[src/rtl/pll_lock_reset_seq.sv]
// pll_lock_reset_seq
// Consumer end of the PLL lock interface. It synchronizes the raw lock
// signal, waits for the lock to stay stable, and then holds the system
// reset for a fixed number of cycles before it releases the peripherals.
// Lock losses seen while running are counted, and the count saturates.
//
// Optional feature: define PLL_LOSS_FLAG_EN to add a sticky lost_flag
// output and a clear_lost input. When the macro is undefined, neither
// port exists.
module pll_lock_reset_seq #(
  parameter int SYNC_STAGES        = 2,
  parameter int LOCK_STABLE_CYCLES = 1024,
  parameter int RESET_HOLD_CYCLES  = 16,
  parameter int CNT_WIDTH          = 8
) (
  input  logic                 clk,
  input  logic                 reset,
  input  logic                 pll_locked,
`ifdef PLL_LOSS_FLAG_EN
  input  logic                 clear_lost,
  output logic                 lost_flag,
`endif
  output logic                 sys_reset,
  output logic                 ready,
  output logic [CNT_WIDTH-1:0] lock_loss_count,
  output logic [1:0]           state_dbg
);

  typedef enum logic [1:0] {
    WAIT_LOCK = 2'd0,
    STABLE    = 2'd1,
    HOLD      = 2'd2,
    RUN       = 2'd3
  } state_e;

  // One counter serves both the STABLE window and the HOLD window.
  // It is sized for the longer of the two windows, with a minimum width of 1.
  localparam int MAX_CYC = (LOCK_STABLE_CYCLES > RESET_HOLD_CYCLES) ?
                           LOCK_STABLE_CYCLES : RESET_HOLD_CYCLES;
  localparam int CTR_W   = (MAX_CYC > 1) ? $clog2(MAX_CYC) : 1;

  localparam logic [CTR_W-1:0] STABLE_LAST = CTR_W'(LOCK_STABLE_CYCLES - 1);
  localparam logic [CTR_W-1:0] HOLD_LAST   = CTR_W'(RESET_HOLD_CYCLES - 1);

  logic [SYNC_STAGES-1:0] sync_q, sync_d;
  state_e                 state_q, state_d;
  logic [CTR_W-1:0]       ctr_q, ctr_d;
  logic                   sys_reset_q, sys_reset_d;
  logic                   ready_q, ready_d;
  logic [CNT_WIDTH-1:0]   loss_cnt_q, loss_cnt_d;
  logic                   locked_s;
  logic                   loss_event;

  // Shift the raw lock signal into the synchronizer chain.
  // Nothing else in this module reads the raw lock signal.
  always_comb begin
    sync_d   = {sync_q[SYNC_STAGES-2:0], pll_locked};
    locked_s = sync_q[SYNC_STAGES-1];
  end

  // Compute the next state and the shared counter.
  // The counter clears on every state change.
  always_comb begin
    // NOTE: every signal assigned here gets a default first, so no path can leave one unassigned and infer a latch.
    state_d    = state_q;
    ctr_d      = ctr_q;
    loss_event = 1'b0;
    case (state_q)
      WAIT_LOCK: begin
        if (locked_s) begin
          state_d = STABLE;
          ctr_d   = '0;
        end
      end
      STABLE: begin
        if (!locked_s) begin
          state_d = WAIT_LOCK;
          ctr_d   = '0;
        end else if (ctr_q == STABLE_LAST) begin
          state_d = HOLD;
          ctr_d   = '0;
        end else begin
          ctr_d = ctr_q + CTR_W'(1);
        end
      end
      HOLD: begin
        if (!locked_s) begin
          state_d = WAIT_LOCK;
          ctr_d   = '0;
        end else if (ctr_q == HOLD_LAST) begin
          state_d = RUN;
          ctr_d   = '0;
        end else begin
          ctr_d = ctr_q + CTR_W'(1);
        end
      end
      RUN: begin
        if (!locked_s) begin
          state_d    = WAIT_LOCK;
          ctr_d      = '0;
          loss_event = 1'b1;
        end
      end
      default: begin
        state_d = WAIT_LOCK;
        ctr_d   = '0;
      end
    endcase
  end

  // Drive sys_reset and ready from the next state, so they change on the
  // same edge as the state does. Count lock losses and stop at all-ones.
  always_comb begin
    sys_reset_d = (state_d != RUN);
    ready_d     = (state_d == RUN);
    loss_cnt_d  = loss_cnt_q;
    if (loss_event && (loss_cnt_q != '1)) begin
      loss_cnt_d = loss_cnt_q + CNT_WIDTH'(1);
    end
  end

  // Register all state. reset takes priority over every other event.
  always_ff @(posedge clk) begin
    // NOTE: flops take non-blocking assignments so that every flop samples the values from before the edge, whatever order they are listed in.
    if (reset) begin
      sync_q      <= '0;
      state_q     <= WAIT_LOCK;
      ctr_q       <= '0;
      sys_reset_q <= 1'b1;
      ready_q     <= 1'b0;
      loss_cnt_q  <= '0;
    end else begin
      sync_q      <= sync_d;
      state_q     <= state_d;
      ctr_q       <= ctr_d;
      sys_reset_q <= sys_reset_d;
      ready_q     <= ready_d;
      loss_cnt_q  <= loss_cnt_d;
    end
  end

`ifdef PLL_LOSS_FLAG_EN
  logic lost_flag_q, lost_flag_d;

  // The sticky loss flag. If a set and a clear arrive in the same cycle,
  // the set wins.
  always_comb begin
    lost_flag_d = lost_flag_q;
    if (loss_event) begin
      lost_flag_d = 1'b1;
    end else if (clear_lost) begin
      lost_flag_d = 1'b0;
    end
  end

  // Register the loss flag.
  always_ff @(posedge clk) begin
    if (reset) begin
      lost_flag_q <= 1'b0;
    end else begin
      lost_flag_q <= lost_flag_d;
    end
  end

  assign lost_flag = lost_flag_q;
`endif

  assign sys_reset       = sys_reset_q;
  assign ready           = ready_q;
  assign lock_loss_count = loss_cnt_q;
  assign state_dbg       = state_q;

endmodule

[config.mk]
export PLATFORM = sky130hd
export DESIGN_NAME = pll_lock_reset_seq
export DESIGN_NICKNAME = d
export VERILOG_FILES = /design/src/rtl/pll_lock_reset_seq.sv
export SDC_FILE = /design/constraint.sdc
export NUM_CORES = 1
export LEC_CHECK = 0
export BUFFER_PORTS_ARGS = -buffer_cell sky130_fd_sc_hd__buf_2
export CAP_MARGIN = 5
export CORE_UTILIZATION = 51
export CTS_CLUSTER_DIAMETER = 100
export DETAILED_ROUTE_END_ITERATION = 6
export PLACE_DENSITY = 0.74
export SLEW_MARGIN = 0
export SYNTH_ARGS = -nofsm -noshare
export SYNTH_HDL_FRONTEND = slang
export SYNTH_SLANG_ARGS = --single-unit
[constraint.sdc]
create_clock -name clk -period 2.1 [get_ports clk]
set_input_delay 0.315 -clock clk [delete_from_list [all_inputs] [get_ports clk]]
set_output_delay 0.315 -clock clk [all_outputs]
set_load 0.05 [all_outputs]
Word-level counts from Yosys, hierarchy flattened. Index checks and enable logic that the tools add are counted.

Register bits after elaboration: 24. Bits in latches: 0. Memory bits (writable): 0. Bits in read-only memories: 0. Bits of input ports: 3. Output and inout port bits: 12. Logic and storage cells: 37. Memories kept: 0.

$add $sub $neg: 2. Multiply operators: 0. Divide/modulo/power cells: 0. $lt $le $gt $ge: 0. Equal/unequal tests: 10. Shifts and indexed selects: 0. Mux-type cells: 16. Bitwise logic cells: 0. Reduce and logical (&&, ||, !) cells: 3.

Operator list (count): $mux W10 (6); $pmux W10 S4 (1); $mux W2 (6); $add A10 B1 Y10 const B (1); $eq A10 B10 Y1 const B (1); $eq A10 B4 Y1 const B (1); $add A8 B1 Y8 const B (1); $ne A8 B8 Y1 const B (1); $pmux W2 S4 (1); $eq A2 B2 Y1 const B (3); $ne A2 B2 Y1 const B (3); $eq A2 B1 Y1 const B (1); $logic_not A2 Y1 (1); $mux W1 (2); $reduce_and A2 Y1 (1); $logic_and A1 B1 Y1 (1).

Logic depth before layout (Yosys ltp). Gate-level depths: netlist of the first run.

Depth after elaboration: 5. Gate-level depth with buffers: 7. Mapped depth without buffers: 7.

Worst setup path after synthesis of the first run. No wires, ideal clock.

Kind: reg2reg. Start point: register state_q[1] (netlist: state_dbg[1]). End point: register loss_cnt_q[7] (netlist: lock_loss_count[7]). Arrival: 2.091 ns. Data required time: 2.029 ns. Setup slack: -0.061 ns. Stages on the path, launching flop included: 7. Path buffers: 0. Period minus slack after synthesis: 2.161 ns. Cells stage by stage: dfxtp_1 > ha_1 > nand2b_1 > a41oi_1 > nand3_1 > or3_1 > a21oi_1.

Cells in the longest elaborated chain, start to end: 3.

Ends and longest elaborated chain: from (decl) (line 46) `state_e state_q, state_d;`; from (signal assigned) (line 134) `state_q <= state_d;`; $eq A2 B2 Y1 (line 68) `case (state_q)`; $mux W1 (line 68); $logic_and A1 B1 Y1 (line 117) `if (loss_event && (loss_cnt_q != '1)) begin`; to (signal assigned) (line 138) `loss_cnt_q <= loss_cnt_d;`; to (decl) (line 50) `logic [CNT_WIDTH-1:0] loss_cnt_q, loss_cnt_d;`.

Every way passes these cells. A chain may end at the register's enable or synchronous reset.

Worst setup path in the final report of the first run.
Start point: register ctr_q[7]. End point: register sys_reset_q (netlist: sys_reset).

Cells in the longest elaborated chain, start to end: 5.

Ends and longest elaborated chain: from (decl) (line 47) `logic [CTR_W-1:0] ctr_q, ctr_d;`; from (signal assigned) (line 135) `ctr_q <= ctr_d;`; $eq A10 B4 Y1 / $eq A10 B10 Y1 (equally long branches) (line 90, 79); $mux W2 (on tied branches) (line 90, 79); $mux W2 (on tied branches) (line 87, 76); $pmux W2 S4 * (line 68); $ne A2 B2 Y1 * (line 114) `sys_reset_d = (state_d != RUN);`; to (signal assigned) (line 136) `sys_reset_q <= sys_reset_d;`; to (decl) (line 48) `logic sys_reset_q, sys_reset_d;`.

Every way passes the cells marked *; elsewhere a longest branch is shown, timed or not.

==> results of run 1 <==
==> how the worst min path moves through the flow <==
stage / to / slack (ns) / cells after the start
floorplan: sync_q[1]$_SDFF_PP0_ / 0.41 / 1
global placement: sync_q[1]$_SDFF_PP0_ / 0.44 / 1
detailed placement: sync_q[1]$_SDFF_PP0_ / 0.45 / 1
CTS: sync_q[0]$_SDFF_PP0_ / 0.21 / 2
global route: sync_q[0]$_SDFF_PP0_ / 0.19 / 2
finish: sync_q[0]$_SDFF_PP0_ / 0.21 / 2
==> sequential cells by signal, summed over array words and instances, names as in the netlist <==
name	cells
ctr_q	10
lock_loss_count	8
ready	1
state_dbg	2
sync_q	2
sys_reset	1
==> worst max-delay path: stages, from the launching register on <==
cell	delay, ns
sky130_fd_sc_hd__dfxtp_2	0.36
sky130_fd_sc_hd__or4_4	0.54
sky130_fd_sc_hd__nor4_4	0.23
sky130_fd_sc_hd__nand3_1	0.10
sky130_fd_sc_hd__a221o_1	0.33
sky130_fd_sc_hd__or3_1	0.37
==> cells in the mapped netlist, drive strengths merged, types with 2 or more instances <==
cell type | n | area [µm²]
nand3 | 8 | 40.0
a21oi | 5 | 25.0
a211oi | 2 | 15.0
and4 | 3 | 27.5
mux2i | 2 | 20.0
a31oi | 2 | 12.5
buf | 3 | 30.0
nor3 | 4 | 20.0
a21o | 3 | 22.5
clkbuf | 2 | 7.51
ha | 7 | 87.6
nor2b | 2 | 12.5
inv | 6 | 22.5
nor2 | 17 | 63.8
dfxtp | 24 | 480
nand4 | 5 | 31.3
nand2 | 12 | 45.0
nand2b | 3 | 18.8
o21ai | 2 | 10.0
nor4 | 2 | 27.5
or3 | 5 | 31.3
xor2 | 9 | 78.8
==> cells in the final DEF, fill, tap and decap left out, types with 2 or more instances in the layout <==
cell type	n
sky130_fd_sc_hd__buf_2	14
sky130_fd_sc_hd__nor3_1	4
sky130_fd_sc_hd__dfxtp_2	3
sky130_fd_sc_hd__nor2b_1	2
sky130_fd_sc_hd__dfxtp_1	21
sky130_fd_sc_hd__or3_1	5
sky130_fd_sc_hd__a21o_1	3
sky130_fd_sc_hd__and4_1	2
sky130_fd_sc_hd__a21oi_1	5
sky130_fd_sc_hd__nand3_1	8
sky130_fd_sc_hd__a211oi_1	2
sky130_fd_sc_hd__nand2_1	12
sky130_fd_sc_hd__o21ai_0	2
sky130_fd_sc_hd__buf_4	3
sky130_fd_sc_hd__mux2i_1	2
sky130_fd_sc_hd__ha_1	7
sky130_fd_sc_hd__a31oi_1	2
sky130_fd_sc_hd__xor2_1	9
sky130_fd_sc_hd__nand4_1	5
sky130_fd_sc_hd__nand2b_1	3
sky130_fd_sc_hd__inv_1	6
sky130_fd_sc_hd__clkbuf_4	3
sky130_fd_sc_hd__nor2_1	17
==> per-stage QoR <==
stage	setup WS, ns	area, µm²
2_1_floorplan	0.0929	1270
3_3_place_gp	0.0997	1360
3_5_place_dp	0.0606	1360
4_1_cts	0.0458	1400
5_1_grt	-0.0195	1410
6_report	0.0630	1410
==> layout make-up <==
cell class	count	area [µm²]	share of cell area [%]
inverter	6	22.5	1.60
timing repair buffer	17	92.6	6.59
clock buffer	4	36.3	2.58
tap	28	35.0	2.49
sequential	24	484	34.5
multi-input combinational	109	734	52.3
==> routing by layer <==
metal  vias to the layer above  share of wire [%]
li1                        544                  -
met5                         -                  0
met1                       495                 51
met2                        15                 45
met3                         4                1.9
met4                         0                1.4
==> kinds of logic (layout without fill, tap and decap cells) <==
logic type,count (synthesis),in the layout,synth area share [%]
xor+xnor,10,10,6.90
mux,3,3,2.47
fa+ha+maj,7,7,6.90
buf+inv,11,27,4.73
compound gates,22,22,12.4
flops,24,24,37.9
simple gates,67,67,28.7
==> power groups by stage <==
stage               registers (W)   logic, W  clock network, W
floorplan                0.000474  0.0000310                 0
global placement         0.000472  0.0000425                 0
detailed placement       0.000472  0.0000441                 0
CTS                      0.000462  0.0000445          0.000246
global route             0.000463  0.0000498          0.000272
finish                   0.000462  0.0000444          0.000244
==> results.json, run 1 <==
{
  "max_clock_freq_mhz": 491,
  "cellInternalPower_w": 0.000580,
  "min_period_ns": 2.04,
  "p_leak_nw": 0.560,
  "fin_nets": 171,
  "globalRoute.busiestLayer": "met2",
  "synth-edff-count": 0,
  "grt.overflow.total": 0,
  "post-layout-total-power_w": 0.000751,
  "clock_sinks": 24,
  "gp_congestion": 0.842,
  "worst_skew_pair.late_latency_ns": 0.31,
  "syn_area_per_cell_um2": 8.81,
  "critPathRequiredTime_ns": 2.31,
  "syn-num-nets": 154,
  "worst_pin_slew_ns": 0.401,
  "timing.rr.start": "ctr_q[7]$_SDFFE_PP0P_",
  "cts.repair.resized": 0,
  "groute.layer.met2.usage_pct": 32.7,
  "hold-worst-slack_ns": 0.208,
  "power.ir.vdd_worst_mv": 0.418,
  "crit_path_end_kind": "register",
  "first_global_vias": 998,
  "via_count": 1058,
  "num_rows": 17,
  "synthCells": 144,
  "total_switching_power_w": 0.000171,
  "worst_slew_margin_rel_pct": 73.3,
  "global_route.usage.met1_pct": 28.6,
  "power-per-cell-area_nw_per_um2": 535,
  "asyncSetResetFlopFracSynth_pct": 0,
  "fraction_of_layout_cells_with_a_size_suffix_above_1_pct": 18.8,
  "seq_area_frac_synth_pct": 37.9,
  "grt_start_max_net_pins": 22,
  "initial_utilization_pct": 55.7,
  "ctsHoldBuffers": 0,
  "gr-usage-met3_pct": 2.63,
  "drt_first_pass_iters": 4,
  "postRouteAntennaNets": 0,
  "launching_instance_or_port_of_the_critical_path": "ctr_q[7]$_SDFFE_PP0P_",
  "wirelength_um": 2490,
  "finalSetupViolations": 0,
  "timing.final.hold_violations": 0,
  "final_util_pct": 61.7,
  "die_height_um": 51.9,
  "worstHoldPathType": "input port to register",
  "io_pins": 15,
  "groute.usage.overall_pct": 21.0,
  "worstReg2RegEnd": "sys_reset$_SDFF_PP1_",
  "horizontal_die_dimension_um": 51.9,
  "run_status": "complete, no violations",
  "cts_root_buf": "sky130_fd_sc_hd__clkbuf_4",
  "power_switching_share_pct": 22.8,
  "cts_max_level": 1,
  "layout.filler_cells": 201,
  "fp.dieArea_um2": 2690,
  "ff2ff_setup_slack_ns": 0.06,
  "placed_cells": 184,
  "setup-tns-final_ns": 0,
  "synth_seq_cells": 24,
  "clk_path_buf_depth": 2,
  "rsz_0062_raised_after_global_routing": "true",
  "path_max_fanout": 4,
  "worst_setup_start_kind": "register",
  "timing.final.max_slew_violations": 0,
  "number_of_buffers_inserted_by_post_cts_setup_repair": 0,
  "dp.final_hpwl_um": 1780,
  "type_of_the_worst_setup_path": "register to register",
  "wl_per_cell_um": 13.3,
  "crit_arrival_ns": 2.25,
  "drv_cap": 0,
  "cts_clock_pin_slew_for_the_worst_setup_and_hold_paths_ns": 0.13,
  "port_buffers": 14,
  "antenna_violations_before_repair": 0,
  "rr_worst_depth": 5,
  "design.core.area_um2": 2280,
  "cts_tree": "yes",
  "post_layout_nonfiller_instances": 188,
  "clock_power_share_pct": 32.5,
  "ys_types": 41,
  "synthToLayoutAreaGrowth_pct": 10.7,
  "detail_route.vias_per_cell": 5.63,
  "yosys_warn_count": 0,
  "clock-skew-final_ns": 0.00169,
  "hold_path.startpoint": "pll_locked",
  "power.share.sequential_pct": 61.5,
  "crit_end": "sys_reset$_SDFF_PP1_",
  "post-route-drc-count": 0,
  "post-route-period-util_pct": 97.0,
  "power.share.combinational_pct": 5.9,
  "tritoncts.num_buffers": 3,
  "synth-main-ff-cell": "sky130_fd_sc_hd__dfxtp_1",
  "drtIter0Drc": 14,
  "grt_pass1_wl_um": 4240,
  "syn_area_um2": 1270,
  "antenna_cells_inserted": 0
}
(Power assumes the default switching activity.)
==> run 2: changes to the inputs <==
--- a/config.mk
+++ b/config.mk
@@ -5,12 +5,12 @@
 export SDC_FILE = /design/constraint.sdc
 export NUM_CORES = 1
 export LEC_CHECK = 0
-export BUFFER_PORTS_ARGS = -buffer_cell sky130_fd_sc_hd__buf_2
 export CAP_MARGIN = 5
-export CORE_UTILIZATION = 51
+export CORE_UTILIZATION = 55
 export CTS_CLUSTER_DIAMETER = 100
 export DETAILED_ROUTE_END_ITERATION = 6
-export PLACE_DENSITY = 0.74
+export DONT_BUFFER_PORTS = 1
+export PLACE_DENSITY = 0.73
 export SLEW_MARGIN = 0
 export SYNTH_ARGS = -nofsm -noshare
 export SYNTH_HDL_FRONTEND = slang
==> run 2 against run 1 <==
Count of clock-buffer cells in the layout fell by 1; non-clock buffer count fell by 3; via count rose by 0.76%; combinational power fell by 17%; setup slack got worse by 0.026 ns; final area rose by 2.1%; clock skew barely moved; register-to-register slack got worse by 0.03 ns; first-iteration DRC count rose by 50%; wire length barely moved; global-route usage rose by 0.37 points; critical path type unchanged; critical endpoint unchanged; largest cell class unchanged.
==> results.json, run 2 (synthesis gave the netlist of run 1 again) <==
{
  "groute.usage.overall_pct": 21.4,
  "grt.overflow.total": 0,
  "worst_setup_start_kind": "register",
  "drt_first_pass_iters": 4,
  "layout.filler_cells": 183,
  "horizontal_die_dimension_um": 50.0,
  "clk_path_buf_depth": 2,
  "worst_skew_pair.late_latency_ns": 0.32,
  "crit_arrival_ns": 2.28,
  "post-route-drc-count": 0,
  "crit_path_end_kind": "register",
  "dp.final_hpwl_um": 1770,
  "final_util_pct": 65.5,
  "postRouteAntennaNets": 0,
  "worst_pin_slew_ns": 0.478,
  "cts_clock_pin_slew_for_the_worst_setup_and_hold_paths_ns": 0.14,
  "wirelength_um": 2490,
  "final_cell_mix": "sky130_fd_sc_hd__dfxtp_1, sky130_fd_sc_hd__nor2_1, sky130_fd_sc_hd__buf_4",
  "io_pins": 15,
  "design.core.area_um2": 2190,
  "fraction_of_layout_cells_with_a_size_suffix_above_1_pct": 17.8,
  "grt_start_max_net_pins": 22,
  "tritoncts.num_buffers": 3,
  "drtIter0Drc": 21,
  "path_max_fanout": 4,
  "cpMaxStageDelayCell": "sky130_fd_sc_hd__or4_4",
  "initial_utilization_pct": 57.9,
  "ctsHoldBuffers": 0,
  "cts_tree": "yes",
  "wl_per_cell_um": 13.5,
  "min_period_ns": 2.06,
  "run_status": "complete, no violations",
  "max_clock_freq_mhz": 485,
  "grt_pass1_wl_um": 4110,
  "via_count": 1066,
  "drv_cap": 0,
  "port_buffers": 0,
  "clock-skew-final_ns": 0.00197,
  "antenna_violations_before_repair": 0,
  "crit_path_cell_trace": "or4_4, nor4_4, nand3_1, a221o_1, or3_1",
  "finalSetupViolations": 0,
  "power.ir.vdd_worst_mv": 0.428,
  "rr_worst_depth": 5,
  "critPathRequiredTime_ns": 2.32,
  "antenna_cells_inserted": 0,
  "cts_root_buf": "sky130_fd_sc_hd__clkbuf_4",
  "mostFrequentLayoutCell": "sky130_fd_sc_hd__dfxtp_1",
  "p_leak_nw": 0.556,
  "area.sequential_um2": 485,
  "min_delay_path_depth": 1,
  "critPathMaxStageDelay_ns": 0.55,
  "detail_route.vias_per_cell": 5.76,
  "cts_max_level": 1,
  "clock_sinks": 24,
  "largest_register_ff_count": 10,
  "hold-worst-slack_ns": 0.0460,
  "type_of_the_worst_setup_path": "register to register",
  "first_global_vias": 951,
  "worst_slew_margin_rel_pct": 68.1,
  "power-per-cell-area_nw_per_um2": 585,
  "fp.dieArea_um2": 2500,
  "gp_congestion": 0.801,
  "num_rows": 17,
  "ff2ff_setup_slack_ns": 0.04,
  "number_of_buffers_inserted_by_post_cts_setup_repair": 0,
  "die_height_um": 50.0,
  "post-route-period-util_pct": 98.2,
  "timing.final.hold_violations": 0,
  "synthToLayoutAreaGrowth_pct": 13.1,
  "fin_nets": 168,
  "largest-register": "ctr_q",
  "area_used_by_multi_input_combinational_logic_um2": 734,
  "rsz_0062_raised_after_global_routing": "true",
  "worstHoldPathType": "input port to register",
  "timing.final.max_slew_violations": 0
}
[run 2: final timing paths]
path                          from                      end
max          ctr_q[7]$_SDFFE_PP0P_     sys_reset$_SDFF_PP1_
min                          reset  state_dbg[1]$_SDFF_PP0_
max reg2reg  ctr_q[7]$_SDFFE_PP0P_     sys_reset$_SDFF_PP1_
min reg2reg   sync_q[0]$_SDFF_PP0_     sync_q[1]$_SDFF_PP0_
[run 2: report_power, final]
part | internal, W | switching, W | total (W)
clock network | 0.000193 | 0.000147 | 0.000340
logic | 0.0000151 | 0.0000219 | 0.0000370
registers | 0.000458 | 0.00000396 | 0.000462
[run 2: what timing repair did]
action / 4_1_cts / 5_1_grt
gates resized for setup: 0 / 3
endpoints found under the hold margin: 0 / 0
setup endpoints to repair: 0 / 2
[run 2: area by class of cell]
type	count	share of cell area, %
Clock buffer	3	1.57
Clock inverter	1	2.09
Inverter	6	1.57
Multi-Input combinational cell	109	51.2
Sequential cell	24	33.8
Tap cell	28	2.44
Timing Repair Buffer	14	7.32
[run 2: layer usage]
metal  part of all wire (%)  track usage (%)
met1                     46             25.4
met2                     49             35.8
met3                    3.3             5.25
met4                    1.7             9.52
met5                      0                0
[run 2: through the flow]
stage	total power [W]	worst slack [ns]	instances	cell area [µm²]	TNS (ns)
detailed placement	0.000508	0.0537	181	1370	0
global placement	0.000508	0.0943	181	1370	0
global route	0.000865	-0.0518	185	1440	-0.0518
floorplan	0.000505	0.0929	144	1270	0
finish	0.000839	0.0370	185	1440	0
CTS	0.000846	0.0326	185	1430	0
[run 2: worst max-delay path: cells and delay by family, from the launching register on]
family           cells  cell delay, ns
flip-flops           1            0.36
AND/OR/NAND/NOR      4            1.27
AO/OA/AOI/OAI        1            0.33
==> run 3: changes to the inputs <==
--- a/config.mk
+++ b/config.mk
@@ -6,11 +6,11 @@
 export NUM_CORES = 1
 export LEC_CHECK = 0
 export CAP_MARGIN = 5
-export CORE_UTILIZATION = 55
+export CORE_UTILIZATION = 45
 export CTS_CLUSTER_DIAMETER = 100
 export DETAILED_ROUTE_END_ITERATION = 6
 export DONT_BUFFER_PORTS = 1
-export PLACE_DENSITY = 0.73
+export PLACE_DENSITY = 0.59
 export SLEW_MARGIN = 0
 export SYNTH_ARGS = -nofsm -noshare
 export SYNTH_HDL_FRONTEND = slang
==> run 3 against run 2 <==
Fmax up 4.0%; highest routed layer unchanged; setup slack gained 0.079 ns; wire length is 5.5% lower; sequential power about the same; final cell count up 1.1%; global-route usage shrank 2.9 points; critical endpoint unchanged.
==> results.json, run 3 (synthesis gave the netlist of run 1 again) <==
{
  "run_status": "complete, no violations",
  "first_global_vias": 952,
  "cts_root_buf": "sky130_fd_sc_hd__clkbuf_4",
  "type_of_the_worst_setup_path": "register to register",
  "crit_path_cell_trace": "or4_4, nor4_4, nand3_1, a221o_1, or3_1",
  "worst_setup_start_kind": "register",
  "postRouteAntennaNets": 0,
  "cpMaxStageDelayCell": "sky130_fd_sc_hd__or4_4",
  "grt_pass1_wl_um": 4000,
  "placed_area_um2": 1380,
  "groute.usage.overall_pct": 18.5,
  "post-route-period-util_pct": 94.5,
  "timing.final.hold_violations": 0,
  "drt_first_pass_iters": 4,
  "fraction_of_layout_cells_with_a_size_suffix_above_1_pct": 16.6,
  "worst_slack_ns": 0.116,
  "grt.overflow.total": 0,
  "post-route-drc-count": 0,
  "horizontal_die_dimension_um": 55.1,
  "rsz_0062_raised_after_global_routing": "false",
  "setup-tns-final_ns": 0,
  "cts_clock_pin_slew_for_the_worst_setup_and_hold_paths_ns": 0.13,
  "dp.final_hpwl_um": 1780,
  "crit_path_end_kind": "register",
  "die_height_um": 55.1,
  "cts_tree": "yes",
  "cts_max_level": 1,
  "max_clock_freq_mhz": 504,
  "antenna_violations_before_repair": 0,
  "power.ir.vdd_worst_mv": 0.374,
  "antenna_cells_inserted": 0,
  "wl_per_cell_um": 12.6,
  "drv_cap": 0,
  "path_max_fanout": 4,
  "synthToLayoutAreaGrowth_pct": 11.7,
  "fin_nets": 168,
  "clock_sinks": 24,
  "largest_register_ff_count": 10,
  "critPathRequiredTime_ns": 2.31,
  "launching_instance_or_port_of_the_critical_path": "ctr_q[7]$_SDFFE_PP0P_",
  "detail_route.vias_per_cell": 5.60,
  "wirelength_um": 2360,
  "final_cell_mix": "sky130_fd_sc_hd__dfxtp_1, sky130_fd_sc_hd__nor2_1, sky130_fd_sc_hd__buf_4",
  "finalSetupViolations": 0,
  "power-per-cell-area_nw_per_um2": 521,
  "io_pins": 15,
  "design.core.area_um2": 2570,
  "port_buffers": 0,
  "rr_worst_depth": 5,
  "clock-skew-final_ns": 0.00514,
  "number_of_buffers_inserted_by_post_cts_setup_repair": 0,
  "worstHoldPathType": "input port to register",
  "critPathMaxStageDelay_ns": 0.55,
  "mostFrequentLayoutCell": "sky130_fd_sc_hd__dfxtp_1",
  "gp_congestion": 0.773,
  "worst_slew_margin_rel_pct": 68.7,
  "worst_pin_slew_ns": 0.468,
  "initial_utilization_pct": 49.4,
  "ff2ff_setup_slack_ns": 0.12,
  "min_period_ns": 1.98,
  "worstReg2RegEnd": "sys_reset$_SDFF_PP1_",
  "grt_start_max_net_pins": 22,
  "num_rows": 18,
  "worst_skew_pair.late_latency_ns": 0.31,
  "clk_path_buf_depth": 2,
  "p_leak_nw": 0.547,
  "timing.final.max_slew_violations": 0,
  "timing.rr.start": "ctr_q[7]$_SDFFE_PP0P_",
  "tritoncts.num_buffers": 3,
  "via_count": 1047,
  "final_cell_area_um2": 1420,
  "fp.dieArea_um2": 3040,
  "crit_end": "sys_reset$_SDFF_PP1_",
  "largest-register": "ctr_q",
  "drtIter0Drc": 10,
  "layout.filler_cells": 253,
  "crit_arrival_ns": 2.19,
  "detailedPlace.worstSlack_ns": 0.0678
}
-- run 3: cell type report --
type / instances / area (µm²) / area share, %
clock buffers: 4 / 36.3 / 2.56
inverters: 6 / 22.5 / 1.59
repair buffers: 14 / 105 / 7.41
multi-input cells: 109 / 733 / 51.7
flip-flops and latches: 24 / 483 / 34.1
well taps: 30 / 37.5 / 2.65
-- run 3: metrics by stage --
stage               cells  util (%)  hold WS (ns)  power [W]
floorplan             144         -         0.414   0.000505
global placement      183      53.6         0.387   0.000508
detailed placement    183      53.6         0.390   0.000509
CTS                   187      55.0        0.0294   0.000753
global route          187      55.2        0.0231   0.000770
finish                187      55.2        0.0563   0.000739
-- run 3: critical path: cells and delay by family, from the launching register on --
family / cells / cell delay [ns]
and+or+nand+nor: 4 / 1.19
DFF: 1 / 0.36
AOI/OAI and AO/OA: 1 / 0.33
-- run 3: worst min path at each step --
stage	from	to	slack [ns]	cells past startpoint
floorplan	sync_q[0]$_SDFF_PP0_	sync_q[1]$_SDFF_PP0_	0.41	1
global placement	reset	lock_loss_count[7]$_SDFFE_PP0P_	0.39	1
detailed placement	reset	lock_loss_count[7]$_SDFFE_PP0P_	0.39	1
CTS	reset	lock_loss_count[7]$_SDFFE_PP0P_	0.03	1
global route	reset	lock_loss_count[7]$_SDFFE_PP0P_	0.02	1
finish	reset	lock_loss_count[7]$_SDFFE_PP0P_	0.06	1
-- run 3: layer usage --
metal | GRT usage [%] | vias to the layer above | wire length, µm
met3 | 5.74 | 2 | 89
met1 | 23.0 | 486 | 1170
met5 | 0 | - | 0
li1 | - | 541 | -
met2 | 31.9 | 18 | 1090
met4 | 2.50 | 0 | 8
-- run 3: power breakdown --
part / internal, W / switching (W) / total (W)
clock network: 0.000106 / 0.000134 / 0.000240
logic: 0.0000151 / 0.0000218 / 0.0000370
registers: 0.000458 / 0.00000382 / 0.000462
total: 0.000579 / 0.000160 / 0.000739
-- run 3: repair_timing --
action / in CTS / in global routing
endpoints found under the setup margin: 0 / 2
hold buffers: 0 / 0
resized for setup: 0 / 1
